--- src/rtl/block_stats_sp.sv ---
// block_stats_sp: per-block statistics engine behind the ping-pong sample buffer.
// Claims a completed buffer (buf_ready_i/buf_take_o), drains it over the
// rd_valid_i/rd_ready_o/rd_last_i stream and reports signed sum, energy (sum of
// squares) and peak magnitude as one result word over res_valid_o/res_ready_i.
//
// Ports:
//   clk_i, rst_i        clock, synchronous active-high reset
//   buf_ready_i/buf_id_i  buffer available and its ID
//   buf_take_o          one-cycle claim pulse
//   rd_data_i/rd_valid_i/rd_ready_o/rd_last_i  sample stream
//   res_sum_o/res_energy_o/res_peak_o/res_buf_id_o/res_len_err_o  result word
//   res_valid_o/res_ready_i  result handshake
//   busy_o              engine not idle
module block_stats_sp #(
  parameter int SAMPLE_W = 16,
  parameter int BUF_LEN  = 256,
  parameter int CNT_W    = $clog2(BUF_LEN) + 1,
  parameter int SUM_W    = SAMPLE_W + $clog2(BUF_LEN),
  parameter int NRG_W    = 2 * SAMPLE_W + $clog2(BUF_LEN)
) (
  input  logic                clk_i,
  input  logic                rst_i,
  input  logic                buf_ready_i,
  input  logic                buf_id_i,
  output logic                buf_take_o,
  input  logic [SAMPLE_W-1:0] rd_data_i,
  input  logic                rd_valid_i,
  output logic                rd_ready_o,
  input  logic                rd_last_i,
  output logic [SUM_W-1:0]    res_sum_o,
  output logic [NRG_W-1:0]    res_energy_o,
  output logic [SAMPLE_W-1:0] res_peak_o,
  output logic                res_buf_id_o,
  output logic                res_len_err_o,
  output logic                res_valid_o,
  input  logic                res_ready_i,
  output logic                busy_o
);

  typedef enum logic [1:0] {StIdle, StTake, StRead, StDone} state_e;

  state_e state_q, state_d;

  logic [CNT_W-1:0]    cnt_q, cnt_d;
  logic [SUM_W-1:0]    sum_q, sum_d;
  logic [NRG_W-1:0]    nrg_q, nrg_d;
  logic [SAMPLE_W-1:0] peak_q, peak_d;
  logic                id_q, id_d;
  logic                err_q, err_d;

  // Moore outputs are registered from the next state so they are glitch-free.
  logic take_q, rdy_q, vld_q, busy_q;

  logic                  at_full;
  logic                  blk_end;
  logic [2*SAMPLE_W-1:0] smp_wide;
  logic [2*SAMPLE_W-1:0] smp_sq;
  logic [SAMPLE_W-1:0]   smp_mag;

  // cnt_q counts samples already accepted, so the BUF_LEN-th sample sees BUF_LEN-1.
  assign at_full  = (cnt_q == CNT_W'(BUF_LEN - 1));
  assign blk_end  = rd_last_i || at_full;
  assign smp_wide = {{SAMPLE_W{rd_data_i[SAMPLE_W-1]}}, rd_data_i};
  // Square is never negative, so the low 2*SAMPLE_W bits are its unsigned value.
  assign smp_sq   = $signed(smp_wide) * $signed(smp_wide);
  // Negating the most negative sample wraps to 2^(SAMPLE_W-1), correct as unsigned.
  assign smp_mag  = rd_data_i[SAMPLE_W-1] ? ('0 - rd_data_i) : rd_data_i;

  always_comb begin
    state_d = state_q;
    cnt_d   = cnt_q;
    sum_d   = sum_q;
    nrg_d   = nrg_q;
    peak_d  = peak_q;
    id_d    = id_q;
    err_d   = err_q;
    unique case (state_q)
      StIdle: begin
        if (buf_ready_i) begin
          state_d = StTake;
          id_d    = buf_id_i;
        end
      end
      StTake: begin
        state_d = StRead;
        cnt_d   = '0;
        sum_d   = '0;
        nrg_d   = '0;
        peak_d  = '0;
        err_d   = 1'b0;
      end
      StRead: begin
        if (rd_valid_i) begin
          cnt_d = cnt_q + CNT_W'(1);
          sum_d = sum_q + {{(SUM_W - SAMPLE_W){rd_data_i[SAMPLE_W-1]}}, rd_data_i};
          nrg_d = nrg_q + {{(NRG_W - 2 * SAMPLE_W){1'b0}}, smp_sq};
          if (smp_mag > peak_q) begin
            peak_d = smp_mag;
          end
          if (blk_end) begin
            state_d = StDone;
            // Error unless rd_last lands exactly on the BUF_LEN-th sample.
            err_d   = rd_last_i ^ at_full;
          end
        end
      end
      StDone: begin
        if (res_ready_i) begin
          state_d = StIdle;
        end
      end
      default: state_d = StIdle;
    endcase
  end

  always_ff @(posedge clk_i) begin
    if (rst_i) begin
      state_q <= StIdle;
      cnt_q   <= '0;
      sum_q   <= '0;
      nrg_q   <= '0;
      peak_q  <= '0;
      id_q    <= 1'b0;
      err_q   <= 1'b0;
      take_q  <= 1'b0;
      rdy_q   <= 1'b0;
      vld_q   <= 1'b0;
      busy_q  <= 1'b0;
    end else begin
      state_q <= state_d;
      cnt_q   <= cnt_d;
      sum_q   <= sum_d;
      nrg_q   <= nrg_d;
      peak_q  <= peak_d;
      id_q    <= id_d;
      err_q   <= err_d;
      take_q  <= (state_d == StTake);
      rdy_q   <= (state_d == StRead);
      vld_q   <= (state_d == StDone);
      busy_q  <= (state_d != StIdle);
    end
  end

  assign buf_take_o    = take_q;
  assign rd_ready_o    = rdy_q;
  assign res_valid_o   = vld_q;
  assign busy_o        = busy_q;
  assign res_sum_o     = sum_q;
  assign res_energy_o  = nrg_q;
  assign res_peak_o    = peak_q;
  assign res_buf_id_o  = id_q;
  assign res_len_err_o = err_q;

endmodule

--- config.mk ---
export PLATFORM = sky130hd
export DESIGN_NAME = block_stats_sp
export DESIGN_NICKNAME = d
export VERILOG_FILES = /design/src/rtl/block_stats_sp.sv
export SDC_FILE = /design/constraint.sdc
export NUM_CORES = 1
export LEC_CHECK = 0
export BUFFER_PORTS_ARGS = -buffer_cell sky130_fd_sc_hd__buf_2
export CORE_MARGIN = 3
export CORE_UTILIZATION = 35
export CTS_CLUSTER_DIAMETER = 50
export DETAILED_ROUTE_END_ITERATION = 6
export GPL_TIMING_DRIVEN = 0
export PLACE_DENSITY_LB_ADDON = 0.2
export SYNTH_ARGS = -nofsm -noshare
export SYNTH_HDL_FRONTEND = slang
export SYNTH_SLANG_ARGS = --single-unit
--- constraint.sdc ---
create_clock -name clk_i -period 11.8 [get_ports clk_i]
set_input_delay 2.36 -clock clk_i [delete_from_list [all_inputs] [get_ports clk_i]]
set_output_delay 2.36 -clock clk_i [all_outputs]
set_load 0.005 [all_outputs]
Word-level counts from Yosys, hierarchy flattened
Index checks and enable logic that the tools add are counted. W data, S select, Z words.

Flip-flop bits (word level): 97. Output and inout bits: 86. Logic and storage cells: 54. Input port bits: 23.

Multipliers: 1. Magnitude comparators: 1. $add $sub $neg: 4. Reductions and logical operators: 8. Bitwise gates (word level): 1. Muxes and demuxes: 18. Equality and inequality tests: 10.

Operators by type and width (count): $pmux W40 S2 (1); $mux W16 (3); $pmux W24 S2 (1); $add A40 B32 Y40 (1); $mux W40 (1); $mul A16 B16 Y32 (1); $pmux W16 S2 (1); $add A24 B24 Y24 (1); $mux W24 (1); $pmux W9 S2 (1); $gt A16 B16 Y1 (1); $sub A1 B16 Y16 const A (1); $add A9 B1 Y9 const B (1); $eq A9 B8 Y1 const B (1); $mux W9 (1); $eq A2 B2 Y1 const B (4); $mux W2 (4); $pmux W2 S4 (1); $ne A2 B2 Y1 const B (3); $reduce_and A3 Y1 (2); $eq A2 B1 Y1 const B (2); $reduce_and A2 Y1 (2); $reduce_bool A2 Y1 (2); $logic_not A2 Y1 (1); 4 further kinds (5).

Longest topological paths before layout
Depth in word-level cells: 6. Mapped depth: 36. Gate-level depth less buffers: 34.

Worst setup path before layout
No wires, ideal clock.

Kind: input-to-reg. Start: in rd_data_i[15]. End: reg nrg_q[36] (netlist: res_energy_o[36]). Cell stages on the path: 31. Required time: 11.730 ns. Arrival time: 9.844 ns. Setup time: 0.070 ns. Setup slack: 1.886 ns. Buffers on the path: 3. Path through: clkbuf_1 -> clkbuf_1 -> buf_1 -> nand2_1 -> inv_1 -> fa_1 -> inv_1 -> fa_1 -> inv_1 -> fa_1 -> fa_1 -> fa_1 -> inv_1 -> fa_1 -> inv_1 -> ha_1 -> a21oi_1 -> nor2_1 -> a211o_1 -> a22o_1 -> a2111oi_2 -> o31ai_1 -> a21oi_1 -> xnor2_1 -> ha_1 -> o21a_1 -> o211ai_1 -> and2_1 -> o31a_1 -> or3_1 -> a21oi_1.

Longest elaborated chain between the ends: 4.

RTL lines: start, declared (RTL line 26) `input logic [SAMPLE_W-1:0] rd_data_i,`; $mul A16 B16 Y32 (RTL line 65) `assign smp_sq = $signed(smp_wide) * $signed(smp_wide);`; $add A40 B32 Y40 (RTL line 96) `nrg_d = nrg_q + {{(NRG_W - 2 * SAMPLE_W){1'b0}}, smp_sq};`; $mux W40 (RTL line 93) `if (rd_valid_i) begin`; $pmux W40 S2 (RTL line 77) `unique case (state_q)`; end signal, assigned (RTL line 133) `nrg_q <= nrg_d;`; end, declared (RTL line 46) `logic [NRG_W-1:0] nrg_q, nrg_d;`.

No other way between the ends. The select of a mux whose other input is x is not followed. A chain may end at the register's enable or synchronous reset.

Final worst setup path
Start: in rd_data_i[15]. End: reg nrg_q[38] (netlist: res_energy_o[38]).

Same word-level chain as after synthesis.

==> impl_metrics.csv <==
group,metric,value,unit
outcome,status,"complete, no violations",
placed_design,gp_congestion,0.922,
synthesis,synth_xor_area_share,5.66,%
drt,drt_wl_total,46600,um
grt,overflow,0,
worst_setup_path,critPathSlowestCell,"fa_1",
timing,max_freq,89.4,MHz
worst_setup_path,worstSetupPathType,"in -> reg",
clocking,cts_sinks,97,
grt,grtUsageMet2,32.4,%
cells_and_area,nets,2403,
timing,period_share,94.8,%
floorplan,die_h,218,um
timing,setup_violations,0,
clocking,cts_max_level,3,
clocking,ctsRootBufferMaster,"clkbuf_16",
worst_setup_path,crit_top_cell,"fa_1",
grt,track_usage,20.3,%
grt,grtUsageMet3,4.27,%
cells_and_area,antenna_cells,0,
synthesis,synth-async-reset-ratio,0,%
synthesis,synth-compound-area-share,14.4,%
grt,grt_pass1_vias,13300,
synthesis,syn_area_per_cell,8.49,sq um
drt,drt_iter0_markers,700,
grt,grt_pass1_wl,74900,um
drt,via_per_inst,5.01,
placed_design,port_buffers,107,
drt,vias,12900,
cells_and_area,fin_util,39.1,%
worst_setup_path,slowest_delay,0.72,ns
clocking,cts_tree,"built",
floorplan,core_area,0.0444,sq mm
clocking,worstSkewPairLatency,0.38,ns
timing,hold_viol_final,0,
worst_setup_path,path_max_fanout,16,
floorplan,die-area,0.0477,sq mm
clocking,cts_inserted_buffers,9,
synthesis,ys_types,63,
cells_and_area,layout_common_cells,"378 x inv_1, 239 x fa_1, 174 x nand2_1",
synthesis,yosys.area_share.simple,13.3,%
synthesis,synth_seq_cells,97,
synthesis,netlist_area,0.0158,sq mm
worst_setup_path,worst_ep_arrival_time,11.50,ns
timing,slew_headroom,36.3,%
synthesis,synthAdderAreaFrac,43.4,%
cells_and_area,final_common_cell,"inv_1",
drt,drt_pass1_iterations,5,
synthesis,ys_seq_area_share,12.3,%
worst_setup_path,worst_setup_path_end_kind,"flop",
cells_and_area,syn_to_final_growth,10.0,%
worst_setup_path,worst_ep_required_time,12.11,ns
synthesis,synth_top_family_by_area,"adder cells",
synthesis,yosysWarnings,0,
grt,antenna_found_initial,0,
drt,wl_per_cell,18.1,um
drt,ant_nets,0,
floorplan,die_w,218,um
timing,fin_skew,0.0145,ns
cells_and_area,fillCellCount,4578,
floorplan,start_util,35.5,%
cells_and_area,drive_above_1_share,7.47,%
drt,remaining_drc_errors,0,
synthesis,synth_nets,2286,
timing,period_needed,11.19,ns
worst_setup_path,cp-start-kind,"input pin",
synthesis,ys.flop_type,"dfxtp_1",
min_path,holdCritPathClass,"reg -> reg",
clocking,path_clk_slew,0.07,ns
run,max_cap_viol_count,0,
synthesis,synthCells,1859,
placed_design,place_hpwl,39000,um
synthesis,muxShareOfSynthArea,0.325,%
grt,met1_usage,28.6,%
timing,rsz0062_at_grt,"false",
grt,grt-busiest-layer,"met2",
timing,worst_pin_slew,0.956,ns
timing,slew_violations,0,
clocking,clockBufferDepth,2,
synthesis,synth_edf_count,0,
grt,grt_start_max_net_pins,17,
floorplan,num_io_pins,109,
floorplan,std_cell_rows,77,
## worst max-delay path, delay by kind of cell
kind | cells | cell delay (ns)
AO/OA/AOI/OAI | 9 | 2.18
AND/OR/NAND/NOR | 3 | 0.78
XOR/XNOR | 1 | 0.10
adder cells (fa/ha/maj) | 8 | 4.23
buffers and inverters | 7 | 1.80
## area by class of cell
type,instances,area (sq um),share of cell area [%]
buffer,61,241,1.39
clock buffer,11,233,1.34
clock inverter,5,61.3,0.353
inverter,380,1430,8.22
multi-input combinational,1320,12200,70.2
sequential,97,1940,11.2
tap,592,741,4.27
timing repair buffer,107,536,3.08
## per-stage QoR
stage / setup TNS, ns / hold slack, ns / instances / instance area, sq um / setup slack (ns)
5_1_grt: 0 / 0.491 / 2573 / 17400 / 0.0380
3_3_place_gp: -3.92 / 0.450 / 2558 / 17100 / -0.475
2_1_floorplan: 0 / 0.453 / 1859 / 15800 / 1.89
4_1_cts: 0 / 0.461 / 2574 / 17400 / 0.189
6_report: 0 / 0.460 / 2573 / 17400 / 0.615
3_5_place_dp: -2.97 / 0.451 / 2558 / 17100 / -0.401
## cells by family (layout without fill, tap and decap cells)
group           after synthesis  count (layout)
compound gates              348             348
xor+xnor                    102             102
fa+ha+maj                   404             404
buf+inv                     442             564
flops                        97              97
mux                           5               5
simple gates                461             461
## state kept, by name, summed over array words and instances, names as in the netlist
signal and cells:
busy_o 1, res_buf_id_o 1, res_peak_o 16, state_q 2, res_energy_o 40, res_sum_o 24, res_valid_o 1, res_len_err_o 1
buf_take_o 1, cnt_q 9, rd_ready_o 1
## routing by layer
metal | part of all wire, % | routed length, um | up-vias
met2 | 45 | 21100 | 334
met5 | 0 | 0 | -
met3 | 5.6 | 2590 | 61
li1 | - | - | 6213
met4 | 2.0 | 954 | 0
met1 | 47 | 22000 | 6287
## what timing repair did
action / 4_1_cts / 5_1_grt
setup buffers: 0 / 0
gates cloned: 0 / 0
hold buffers: 0 / 0
gates resized for setup: 3 / 1
setup endpoints to repair: 2 / 11
## path summary, 6_finish.rpt
| path | startpoint | endpoint | slack, ns | depth (start not counted) |
|---|---|---|---|---|
| min | res_buf_id_o | res_buf_id_o | 0.46 | 2 |
| max reg2reg | state_q[0] | res_energy_o[12] | 8.64 | 9 |
| max | rd_data_i[15] | res_energy_o[38] | 0.61 | 28 |
| min reg2reg | res_buf_id_o | res_buf_id_o | 0.46 | 2 |
## cells in the mapped netlist (6+ instances only)
cell type  number  share of area, %
and2_1         35               1.4
a31oi_1        12              0.48
ha_1          165                13
nor3_1         18              0.57
dfxtp_1        97                12
a211oi_1       13              0.62
nand4_1        14              0.56
inv_1         378               9.0
xnor2_1        69               3.8
a21o_1         41               2.0
and3_1          6              0.24
buf_1           7              0.17
o31ai_1        24               1.1
fa_1          239                30
clkbuf_1       52               1.2
nor2_1        103               2.5
a22o_1          8              0.44
o21ai_0        67               2.1
nand2b_1       14              0.56
nand3_1        61               1.9
or3_1          18              0.71
a21oi_1       112               3.6
o21bai_1       10              0.48
xor2_1         33               1.8
o21a_1         12              0.57
nand2_1       174               4.1
Power is left out: the tool's default activity adds up to more than one toggle a clock period on the data nets, which glitch-free logic cannot reach.
